===== src/rtl/alu_pkg.sv =====
// Shared ALU control codes and execution-unit state encoding.
package alu_pkg;

    localparam logic [2:0] ALUCONT_AND = 3'b000;
    localparam logic [2:0] ALUCONT_OR  = 3'b001;
    localparam logic [2:0] ALUCONT_ADD = 3'b010;
    localparam logic [2:0] ALUCONT_JR  = 3'b011;
    localparam logic [2:0] ALUCONT_MUL = 3'b100;
    localparam logic [2:0] ALUCONT_ILL = 3'b101;
    localparam logic [2:0] ALUCONT_SUB = 3'b110;
    localparam logic [2:0] ALUCONT_SLT = 3'b111;

    typedef enum logic {
        IDLE = 1'b0,
        MUL  = 1'b1
    } state_t;

endpackage


===== src/rtl/alu_mul_seq.sv =====
// Iterative shift-add multiplier: one multiplier bit per cycle, WIDTH cycles,
// low WIDTH bits of the product. done_o/product_o are combinational so the
// caller can register the final result on the same edge as the last iteration.
module alu_mul_seq #(
    parameter int WIDTH = 32
) (
    input  logic             clk_i,
    input  logic             rst_i,
    input  logic             start_i,
    input  logic [WIDTH-1:0] a_i,
    input  logic [WIDTH-1:0] b_i,
    output logic             done_o,
    output logic [WIDTH-1:0] product_o
);
    localparam int CW = (WIDTH > 2) ? $clog2(WIDTH) : 1;
    localparam logic [CW-1:0] LAST = CW'(WIDTH - 1);

    logic             busy;
    logic [CW-1:0]    count;
    logic [WIDTH-1:0] mcand;
    logic [WIDTH-1:0] mplier;
    logic [WIDTH-1:0] acc;
    logic [WIDTH-1:0] acc_nxt;

    assign acc_nxt   = mplier[0] ? (acc + mcand) : acc;
    assign done_o    = busy && (count == LAST);
    assign product_o = acc_nxt;

    // Load operands on start, then one add/shift step per cycle until done.
    always_ff @(posedge clk_i) begin
        if (rst_i) begin
            busy   <= 1'b0;
            count  <= '0;
            mcand  <= '0;
            mplier <= '0;
            acc    <= '0;
        end else if (start_i) begin
            busy   <= 1'b1;
            count  <= '0;
            mcand  <= a_i;
            mplier <= b_i;
            acc    <= '0;
        end else if (busy) begin
            acc    <= acc_nxt;
            mcand  <= mcand << 1;
            mplier <= mplier >> 1;
            count  <= done_o ? '0 : count + 1'b1;
            if (done_o)
                busy <= 1'b0;
        end
    end

endmodule


===== src/rtl/alu_exec_unit.sv =====
// EX-stage ALU: single-cycle add/sub/and/or/slt/jr, iterative multiply
// with a valid/ready handshake that stalls the pipeline while mul runs.
module alu_exec_unit
    import alu_pkg::*;
#(
    parameter int WIDTH = 32
) (
    input  logic             clk_i,
    input  logic             rst_i,
    input  logic             valid_i,
    output logic             ready_o,
    input  logic [2:0]       alucont_i,
    input  logic [WIDTH-1:0] a_i,
    input  logic [WIDTH-1:0] b_i,
    output logic             valid_o,
    output logic [WIDTH-1:0] result_o,
    output logic             zero_o,
    output logic             illegal_o
);
    state_t           state;
    state_t           state_nxt;
    logic             accept;
    logic             mul_start;
    logic             mul_done;
    logic [WIDTH-1:0] mul_product;
    logic [WIDTH-1:0] diff;
    logic             slt_ovf;
    logic [WIDTH-1:0] sc_result;
    logic             sc_illegal;

    assign ready_o   = (state == IDLE);
    assign accept    = valid_i && ready_o;
    assign mul_start = accept && (alucont_i == ALUCONT_MUL);

    // Signed less-than from the subtractor: sign of a-b corrected by overflow.
    assign diff    = a_i - b_i;
    assign slt_ovf = (a_i[WIDTH-1] != b_i[WIDTH-1]) && (diff[WIDTH-1] != a_i[WIDTH-1]);

    alu_mul_seq #(.WIDTH(WIDTH)) u_mul (
        .clk_i     (clk_i),
        .rst_i     (rst_i),
        .start_i   (mul_start),
        .a_i       (a_i),
        .b_i       (b_i),
        .done_o    (mul_done),
        .product_o (mul_product)
    );

    // Single-cycle datapath; illegal code yields zero with the illegal flag.
    always_comb begin
        sc_result  = '0;
        sc_illegal = 1'b0;
        case (alucont_i)
            ALUCONT_AND: sc_result = a_i & b_i;
            ALUCONT_OR:  sc_result = a_i | b_i;
            ALUCONT_ADD: sc_result = a_i + b_i;
            ALUCONT_SUB: sc_result = diff;
            ALUCONT_SLT: sc_result = {{(WIDTH-1){1'b0}}, diff[WIDTH-1] ^ slt_ovf};
            ALUCONT_JR:  sc_result = a_i;
            ALUCONT_MUL: sc_result = '0;
            default:     sc_illegal = 1'b1;
        endcase
    end

    // Next-state: enter MUL on an accepted multiply, leave on its last step.
    always_comb begin
        state_nxt = state;
        case (state)
            IDLE:    if (mul_start) state_nxt = MUL;
            MUL:     if (mul_done)  state_nxt = IDLE;
            default: state_nxt = IDLE;
        endcase
    end

    // State register.
    always_ff @(posedge clk_i) begin
        if (rst_i)
            state <= IDLE;
        else
            state <= state_nxt;
    end

    // Output register: pulse valid_o with each new result, hold data otherwise.
    always_ff @(posedge clk_i) begin
        if (rst_i) begin
            valid_o   <= 1'b0;
            result_o  <= '0;
            zero_o    <= 1'b0;
            illegal_o <= 1'b0;
        end else if (accept && !mul_start) begin
            valid_o   <= 1'b1;
            result_o  <= sc_result;
            zero_o    <= (sc_result == '0);
            illegal_o <= sc_illegal;
        end else if (state == MUL && mul_done) begin
            valid_o   <= 1'b1;
            result_o  <= mul_product;
            zero_o    <= (mul_product == '0);
            illegal_o <= 1'b0;
        end else begin
            valid_o   <= 1'b0;
        end
    end

endmodule


===== config.mk =====
export PLATFORM = sky130hd
export DESIGN_NAME = alu_exec_unit
export DESIGN_NICKNAME = d
export VERILOG_FILES = /design/src/rtl/alu_pkg.sv /design/src/rtl/alu_mul_seq.sv /design/src/rtl/alu_exec_unit.sv
export SDC_FILE = /design/constraint.sdc
export NUM_CORES = 1
export LEC_CHECK = 0
export ABC_AREA = 1
export CORE_UTILIZATION = 55
export CTS_CLUSTER_SIZE = 25
export DETAILED_ROUTE_END_ITERATION = 10
export PLACE_DENSITY_LB_ADDON = 0.1
export SLEW_MARGIN = 25
export SYNTH_ARGS = -nofsm -noshare
export SYNTH_HDL_FRONTEND = slang
export SYNTH_SLANG_ARGS = --single-unit

===== constraint.sdc =====
create_clock -name clk_i -period 10.28 [get_ports clk_i]
set_input_delay 2.056 -clock clk_i [delete_from_list [all_inputs] [get_ports clk_i]]
set_output_delay 2.056 -clock clk_i [all_outputs]
set_load 0.01 [all_outputs]

Yosys cells after proc, flatten, opt, wreduce, memory -nomap -nowiden
Index checks and enable logic that the tools add are counted.
Widths: inputs -> output; s select.
{ "word_totals": {"regBits": 138, "in_bits": 70, "out_inout_bits": 36, "word_cells": 62} }
{ "op_classes": {"n_addsub": 4, "eq_ne": 9, "n_mux": 21, "bitwise_logic": 4, "n_reduce_logical": 14} }
{ "op_table": {"columns": ["cell", "count"], "rows": [
  ["$mux 32", 7],
  ["$pmux 32 s6", 1],
  ["$add 32x32->32", 2],
  ["$logic_not 32->1", 2],
  ["$and 32x32->32", 1],
  ["$or 32x32->32", 1],
  ["$sub 32x32->32", 1],
  ["$mux 1", 11],
  ["$eq 3x3->1 const B", 3],
  ["$reduce_or 7->1", 1],
  ["$eq 3x2->1 const B", 2],
  ["$logic_and 1x1->1", 6],
  ["$add 5x1->5 const B", 1],
  ["$eq 5x5->1 const B", 1],
  ["$mux 5", 1],
  ["$reduce_bool 2->1", 2],
  ["$eq 3x1->1 const B", 1],
  ["$logic_not 3->1", 1],
  ["$ne 1x1->1", 2],
  ["$pmux 1 s2", 1],
  ["$reduce_or 2->1", 1],
  ["$logic_not 1->1", 1],
  ["$not 1->1", 1],
  ["$xor 1x1->1", 1]
]} }

Logic depth before layout (Yosys ltp)
Gate-level depths: netlist of run 1.
{ "logic_depth": {"depth_word": 7, "depth_mapped": 31, "ltp_nobuf": 30} }

Modules after synthesis
From an unflattened synthesis of run 1, not the netlist that was laid out.
{ "unflattened": {"cells_unflattened": 2768, "hier_area_um2": 15371.0} }
{ "modules_own_cells": {"columns": ["module", "n_inst", "cells_per_inst", "area_each_um2"], "rows": [
  ["alu_exec_unit", 1, 1577, 8259.2],
  ["alu_mul_seq", 1, 1191, 7111.8]
]} }

Worst setup path after synthesis of run 1
Ideal clock, no wire load.
{ "synth_path": {"path_type": "input to register", "start": "input a_i[24]", "end": "register zero_o", "setup_ns": 0.056, "arrival_ns": 4.803, "t_required_ns": 10.224, "path_slack_ns": 5.422, "path_stages": 31, "path_buffers": 1, "cell_sequence": "inv_1 -> ha_1 -> buf_2 -> nor2_2 -> inv_1 -> nor2_2 -> inv_2 -> nor2_2 -> inv_1 -> nor2_1 -> nor2_1 -> a21oi_2 -> nor2_1 -> nor2_1 -> nor2_1 -> fa_1 -> nand4_1 -> nand2_1 -> nor2_1 -> nand2_1 -> nor2_1 -> nand3_1 -> nor2_1 -> nand3_1 -> nor2_1 -> nand4_1 -> nor2_1 -> nand3_1 -> nand3_1 -> nand2_1 -> inv_1"} }
{ "synth_via": {"elab_chain_len": 7, "elab_cells_between_ends": 10, "classes_between": "2 x add/sub; 1 x eq/ne; 2 x mux; 3 x bitwise; 2 x reduce/logical"} }
{ "synth_lines": {"columns": ["item", "line_no", "text"], "rows": [
  ["from (decl)", "alu_exec_unit.sv:13", "input logic [WIDTH-1:0] a_i,"],
  ["$sub 32x32->32", "alu_exec_unit.sv:36", "assign diff = a_i - b_i;"],
  ["$ne 1x1->1", "alu_exec_unit.sv:37", "assign slt_ovf = (a_i[WIDTH-1] != b_i[WIDTH-1]) && (diff[WIDTH-1] != a_i[WIDTH-1]);"],
  ["$logic_and 1x1->1", "alu_exec_unit.sv:37", null],
  ["$xor 1x1->1", "alu_exec_unit.sv:58", "ALUCONT_SLT: sc_result = {{(WIDTH-1){1'b0}}, diff[WIDTH-1] ^ slt_ovf};"],
  ["$pmux 32 s6 (*)", "alu_exec_unit.sv:53", "case (alucont_i)"],
  ["$logic_not 32->1 (*)", "alu_exec_unit.sv:93", "zero_o <= (sc_result == '0);"],
  ["$mux 1 (*)", "alu_exec_unit.sv:90", "end else if (accept && !mul_start) begin"],
  ["to (signal assigned)", "alu_exec_unit.sv:93", null],
  ["to (signal assigned)", "alu_exec_unit.sv:98", "zero_o <= (mul_product == '0);"],
  ["to (decl)", "alu_exec_unit.sv:17", "output logic zero_o,"]
]} }
Mark *: on every way between the ends. The rest lies on a longest branch, timed or not.
A chain may end at the register's enable or synchronous reset.

Worst setup path after layout of run 1
{ "layout_path": {"start": "input a_i[6]", "end": "register zero_o"} }
The elaborated chain is that of the path after synthesis.

==> results of run 1 <==
==> routing by layer <==
metal / track usage [%] / vias to the layer above
met4: 20.0 / 0
met2: 68.0 / 1026
li1: - / 8675
met5: 0 / -
met1: 52.7 / 8238
met3: 6.63 / 199
==> cells in the final DEF, fill, tap and decap left out, drive strengths merged, types with 2 or more instances in the layout <==
cell type | netlist | layout
a211oi | 3 | 3
a21o | 3 | 3
a21oi | 126 | 126
a22oi | 4 | 4
a31oi | 76 | 76
and2 | 6 | 6
and3 | 3 | 3
buf | 38 | 16
clkbuf | 57 | 21
clkdlybuf4s50 | 0 | 104
clkinv | 0 | 3
clkinvlp | 0 | 3
dfxtp | 138 | 138
fa | 4 | 4
ha | 136 | 136
inv | 494 | 498
nand2 | 927 | 927
nand3 | 251 | 251
nand3b | 4 | 4
nand4 | 28 | 28
nor2 | 250 | 250
nor3 | 16 | 16
nor4 | 2 | 2
o211ai | 16 | 16
o21ai | 90 | 90
o21bai | 8 | 8
o221ai | 3 | 3
o22ai | 30 | 30
or2 | 7 | 7
xnor2 | 2 | 2
xor2 | 6 | 6
==> per-stage QoR <==
step,std cells,power (mW),utilization [%]
finish,3129,1.73,62.6
global route,3129,1.80,62.6
CTS,3128,1.71,62.6
detailed placement,3097,1.11,60.5
global placement,3097,1.10,60.5
floorplan,2731,0.921,-
==> cell type report <==
cell class / count / area, um^2 / share of cell area, %
multi-input cells: 2004 / 10200 / 60.0
flip-flops and latches: 138 / 2770 / 16.4
inverters: 494 / 1860 / 11.0
repair buffers: 120 / 1160 / 6.85
clock buffers: 21 / 460 / 2.72
well taps: 341 / 427 / 2.52
clock inverters: 10 / 86.3 / 0.511
diodes: 1 / 2.50 / 0.0148
==> sequential cells by signal, summed over array words and instances (netlist names), 5 cells and up <==
signal and count:
result_o 32, u_mul.acc 32, u_mul.mcand 32, u_mul.mplier 32
u_mul.count 5
==> worst reg2reg max path, stage by stage (launching register included) <==
cell and delay [ns]:
dfxtp_1 0.37, ha_1 0.25, inv_1 0.08, fa_1 0.43, inv_1 0.16, nand3_1 0.08, nand2_1 0.14, nand2_1 0.07
nand2_1 0.16, xor2_1 0.09, o21ai_0 0.43, nand3_1 0.14, nor2_1 0.13, nand2_1 0.07, nor2_1 0.11, nand4_1 0.12
nand3_1 0.12, nand2_1 0.06, inv_1 0.04
==> worst paths after layout <==
| path | start | end | slack (ns) | cells after the start |
|---|---|---|---|---|
| min | state | state | 0.48 | 2 |
| min reg2reg | state | state | 0.48 | 2 |
| max reg2reg | u_mul.acc[0] | zero_o | 7.16 | 18 |
| max | a_i[6] | zero_o | 4.54 | 29 |
==> power groups by stage <==
stage	Clock [mW]	Combinational, mW	Sequential (mW)
finish	0.608	0.551	0.574
global route	0.626	0.597	0.575
global placement	0	0.520	0.584
CTS	0.602	0.532	0.573
floorplan	0	0.340	0.581
detailed placement	0	0.528	0.584
==> cells by family after synthesis <==
| family | Yosys count | share of synthesized area [%] |
|---|---|---|
| fa+ha+maj | 140 | 11.7 |
| xor+xnor | 8 | 0.462 |
| mux | 1 | 0.0660 |
| simple gates | 1494 | 40.9 |
| flops | 138 | 18.2 |
| buf+inv | 589 | 15.0 |
| compound gates | 361 | 13.7 |
==> impl_metrics.env, run 1 <==
export IMPL_run_status="finished clean"
export IMPL_grt_usage_pct=41.4
export IMPL_met1_length_um=23800
export IMPL_netlist_area_leader_share_pct=22.6
export IMPL_finalWorstSetupSlack_ns=4.54
export IMPL_antenna_found_initial=1
export IMPL_rsz0062_at_grt="false"
export IMPL_async_reset_ff_share_pct=0
export IMPL_io_buffers=105
export IMPL_place_area_mm2=0.0164
export IMPL_max_cap_viol_count=0
export IMPL_wl_per_cell_um=18.8
export IMPL_p_leak_nw=8.87
export IMPL_die_h_um=168
export IMPL_synth_seq_cells=138
export IMPL_synth_cell_area_mm2=0.0152
export IMPL_drc=0
export IMPL_cts_resized=0
export IMPL_clk_path_buf_depth=2
export IMPL_hold_viol=0
export IMPL_ys_flop_type="dfxtp_1"
export IMPL_cts_setup_buffers=0
export IMPL_crit_required_ns=10.66
export IMPL_ys_seq_area_share_pct=18.2
export IMPL_powerDensity_mw_per_mm2=102
export IMPL_slew_headroom_pct=34.1
export IMPL_critical_path_buf_inv_count=3
export IMPL_area_growth_pct=11.5
export IMPL_clockPowerShare_pct=35.1
export IMPL_synth_top_area_cell="nand2_1"
export IMPL_ctsHoldBuffers=0
export IMPL_setup_viol=0
export IMPL_routed_wl_um=58900
export IMPL_cts_root_buffer="clkbuf_16"
export IMPL_clock_latency_ns=0.45
export IMPL_vias=18138
export IMPL_syn_inst=2731
export IMPL_path_clk_slew_ns=0.06
export IMPL_cp_slowest_stage_delay_ns=0.59
export IMPL_dieArea_mm2=0.0283
export IMPL_top_layer="met4"
export IMPL_grt_pass1_wl_um=90200
export IMPL_worst_pin_slew_ns=0.989
export IMPL_setup_tns_ns=0
export IMPL_drive_gt1_share_pct=3.98
export IMPL_fin_crit_sh_pct=55.8
export IMPL_antenna_left=0
export IMPL_cts_sinks=138
export IMPL_cpMaxStageDelayCell="clkdlybuf4s50_1"
export IMPL_yosysWarnings=0
export IMPL_synth_cell_types=45
export IMPL_io_pins=106
export IMPL_route_met3_wl_um=5630
export IMPL_gr_total_overflow=0
export IMPL_power_internal_mw=1.06
export IMPL_ir_worst_vdd_v=0.000103
export IMPL_seqPwrFrac_pct=33.1
export IMPL_critPathLaunchType="input pin"
export IMPL_end_kind="register"
export IMPL_post_place_ws_ns=4.22
export IMPL_core_mm2=0.0270
export IMPL_p_switching_mw=0.676
export IMPL_critPathArrivalTime_ns=6.12
export IMPL_clock_fmax_ghz=0.174
export IMPL_crit_path_frequent_cell="nor2_1"
export IMPL_cts_made_buffers=17
export IMPL_place_gp_congestion=1.02
export IMPL_fin_nets=2985
export IMPL_rows=60
export IMPL_hold_path_class="register to register"
export IMPL_route_met2_wl_um=26600
export IMPL_pwr_share_comb_pct=31.8
export IMPL_fillers=2671
export IMPL_yosys_cell_count_top_type="nand2_1"
export IMPL_swShare_pct=39.0
export IMPL_syn_nets=2941
export IMPL_fin_crit_ns=5.74
export IMPL_synth_area_leaders="nand2_1 23%, dfxtp_1 18%, inv_1 12%"
export IMPL_via_per_inst=5.80
export IMPL_hold_ws_ns=0.479
export IMPL_cts_htree_levels=4
export IMPL_grt_max_degree=88
export IMPL_critPathMaxFanout=7
export IMPL_grt_pass1_vias=16881
export IMPL_drv_slew=0
export IMPL_die_w_um=168
export IMPL_cts_tree="built"
export IMPL_syn_area_per_cell_um2=5.56
export IMPL_fin_area_mm2=0.0169
export IMPL_drtIter0Drc=2148
export IMPL_hpwl_um=46500
export IMPL_cp_top_family="simple AND/OR/NAND/NOR gates"
export IMPL_synth_edf_count=0
export IMPL_path_class="input pin to register"
export IMPL_synth_common_cells="912 x nand2_1, 486 x inv_1, 246 x nand3_1"
export IMPL_fin_skew_ns=0.0184
export IMPL_firstDrtPassIters=6
export IMPL_start_util_pct=56.1
Power figures use the tool's default switching activity.
==> run 2: changes to the inputs <==
==> constraint.sdc (replaced) <==
create_clock -name clk_i -period 4.8 [get_ports clk_i]
set_input_delay 0.96 -clock clk_i [delete_from_list [all_inputs] [get_ports clk_i]]
set_output_delay 0.96 -clock clk_i [all_outputs]
set_load 0.01 [all_outputs]
==> run 2 against run 1 <==
Global-route usage up 1.4 points; register-to-register slack lost 5.5 ns; utilization is 3.6 points higher; power rose by 130%; hold slack got worse by 0.0017 ns; sequential share of layout area shrank 0.89 points; count of clock-buffer cells in the layout fell by 4; critical endpoint unchanged; highest routed layer unchanged.
==> impl_metrics.env, run 2 (synthesized netlist as in run 1, its figures left out) <==
export IMPL_start_util_pct=56.1
export IMPL_dieArea_mm2=0.0283
export IMPL_setup_viol=0
export IMPL_hold_path_class="register to register"
export IMPL_io_buffers=105
export IMPL_cts_tree="built"
export IMPL_final_common_cell="nand2_1"
export IMPL_fin_crit_sh_pct=92.0
export IMPL_fin_crit_ns=4.41
export IMPL_wl_per_cell_um=18.6
export IMPL_final_cell_mix="912 x nand2_1, 486 x inv_1, 246 x nand3_1, 232 x nor2_1, 137 x dfxtp_1"
export IMPL_end_kind="register"
export IMPL_via_per_inst=5.75
export IMPL_clock_latency_ns=0.45
export IMPL_routed_wl_um=60500
export IMPL_critPathMaxFanout=3
export IMPL_antenna_found_initial=0
export IMPL_place_gp_congestion=1.04
export IMPL_path_clk_slew_ns=0.08
export IMPL_place_area_mm2=0.0172
export IMPL_crit_required_ns=5.19
export IMPL_crit_path_frequent_cell="nor2_1"
export IMPL_drv_slew=0
export IMPL_cts_made_buffers=17
export IMPL_powerDensity_mw_per_mm2=222
export IMPL_hpwl_um=48200
export IMPL_drc=0
export IMPL_rsz0062_at_grt="false"
export IMPL_pwr_share_comb_pct=32.6
export IMPL_rows=60
export IMPL_rrSetupSlack_ns=1.71
export IMPL_firstDrtPassIters=6
export IMPL_drive_gt1_share_pct=7.95
export IMPL_cts_htree_levels=4
export IMPL_critPathLaunchType="input pin"
export IMPL_cts_sinks=138
export IMPL_ctsHoldBuffers=0
export IMPL_max_cap_viol_count=0
export IMPL_die_h_um=168
export IMPL_setup_tns_ns=0
export IMPL_grt_pass1_vias=17755
export IMPL_antenna_left=0
export IMPL_grt_max_degree=79
export IMPL_rr_worst_depth=20
export IMPL_cp_slowest_stage_delay_ns=0.49
export IMPL_fin_nets=3101
export IMPL_path_class="input pin to register"
export IMPL_area_growth_pct=17.9
export IMPL_drtIter0Drc=2059
export IMPL_slew_headroom_pct=30.4
export IMPL_critPathArrivalTime_ns=4.80
export IMPL_cpMaxStageDelayCell="clkdlybuf4s50_1"
export IMPL_clock_fmax_ghz=0.227
export IMPL_io_pins=106
export IMPL_fillers=2542
export IMPL_seqPwrFrac_pct=30.9
export IMPL_cts_root_buffer="clkbuf_16"
export IMPL_p_switching_mw=1.56
export IMPL_ir_worst_vdd_v=0.000213
export IMPL_power_internal_mw=2.41
export IMPL_p_leak_nw=9.49
export IMPL_swShare_pct=39.3
export IMPL_clockPowerShare_pct=36.4
export IMPL_fin_area_mm2=0.0179
export IMPL_vias=18669
export IMPL_gr_total_overflow=0
export IMPL_whs_path_depth=2
export IMPL_cts_setup_buffers=0
export IMPL_fin_skew_ns=0.0164
export IMPL_die_w_um=168
export IMPL_grt_pass1_wl_um=94400
export IMPL_worst_pin_slew_ns=1.04
export IMPL_hold_viol=0
export IMPL_grt_usage_pct=42.8
export IMPL_core_mm2=0.0270
export IMPL_run_status="finished clean"
export IMPL_n_antenna_cell=0
export IMPL_clk_path_buf_depth=2
==> run 2: cell types whose count changed in the layout (fill, tap and decap cells not counted), moves of 3 or more <==
cell / previous run / this run
inv_6: 3 / 0
clkinvlp_4: 3 / 0
inv_8: 1 / 6
clkinv_8: 0 / 4
buf_4: 15 / 130
==> run 2: layer usage <==
metal  share of wire, %  vias to the layer above  global-route usage (%)
met3                 10                      203                    7.83
li1                   -                     8912                       -
met4                5.2                        0                    23.0
met1                 40                     8523                    53.2
met2                 45                     1031                    70.2
met5                  0                        -                       0
==> run 2: path summary, 6_finish.rpt <==
kind | startpoint | to
worst min register to register | u_mul.mplier[27] | u_mul.mplier[27]
worst max-delay path | a_i[8] | zero_o
worst max register to register | u_mul.mcand[0] | zero_o
worst min-delay path | u_mul.mplier[27] | u_mul.mplier[27]
==> run 2: power by group through the flow <==
| stage | logic [mW] | registers [mW] | clock network, mW |
|---|---|---|---|
| after floorplan | 0.729 | 1.24 | 0 |
| after global placement | 1.22 | 1.25 | 0 |
| after detailed placement | 1.24 | 1.25 | 0 |
| after CTS | 1.25 | 1.23 | 1.44 |
| after global routing | 1.40 | 1.23 | 1.49 |
| final | 1.29 | 1.23 | 1.45 |
==> run 2: layout make-up <==
| cell class | instances | area [um^2] | area share, % |
|---|---|---|---|
| sequential | 138 | 2770 | 15.5 |
| clock inverter | 15 | 205 | 1.15 |
| tap | 341 | 427 | 2.39 |
| inverter | 494 | 1850 | 10.4 |
| timing repair buffer | 236 | 2050 | 11.5 |
| clock buffer | 17 | 425 | 2.38 |
| multi-input combinational | 2004 | 10200 | 56.8 |
==> run 2: timing repair <==
item,4_1_cts,5_1_grt
endpoints found under the hold margin,0,0
endpoints found under the setup margin,0,1
gates resized for setup,0,1
==> run 2: critical path: cells and delay by family <==
| kind | cells | cell delay [ns] |
|---|---|---|
| AO/OA/AOI/OAI | 1 | 0.19 |
| adder cells (fa/ha/maj) | 2 | 0.76 |
| buffers and inverters | 3 | 0.59 |
| AND/OR/NAND/NOR | 23 | 2.30 |
==> run 2: metrics by stage <==
| step | util (%) | instances | hold WS [ns] | total power [mW] | worst slack (ns) |
|---|---|---|---|---|---|
| floorplan | - | 2731 | 0.441 | 1.97 | 1.04 |
| global placement | 63.7 | 3212 | 0.449 | 2.47 | 0.0961 |
| CTS | 66.1 | 3244 | 0.478 | 3.92 | 0.475 |
| global route | 66.2 | 3245 | 0.497 | 4.12 | 0.0145 |
| detailed placement | 63.7 | 3212 | 0.467 | 2.49 | 0.0458 |
| finish | 66.2 | 3245 | 0.477 | 3.97 | 0.386 |
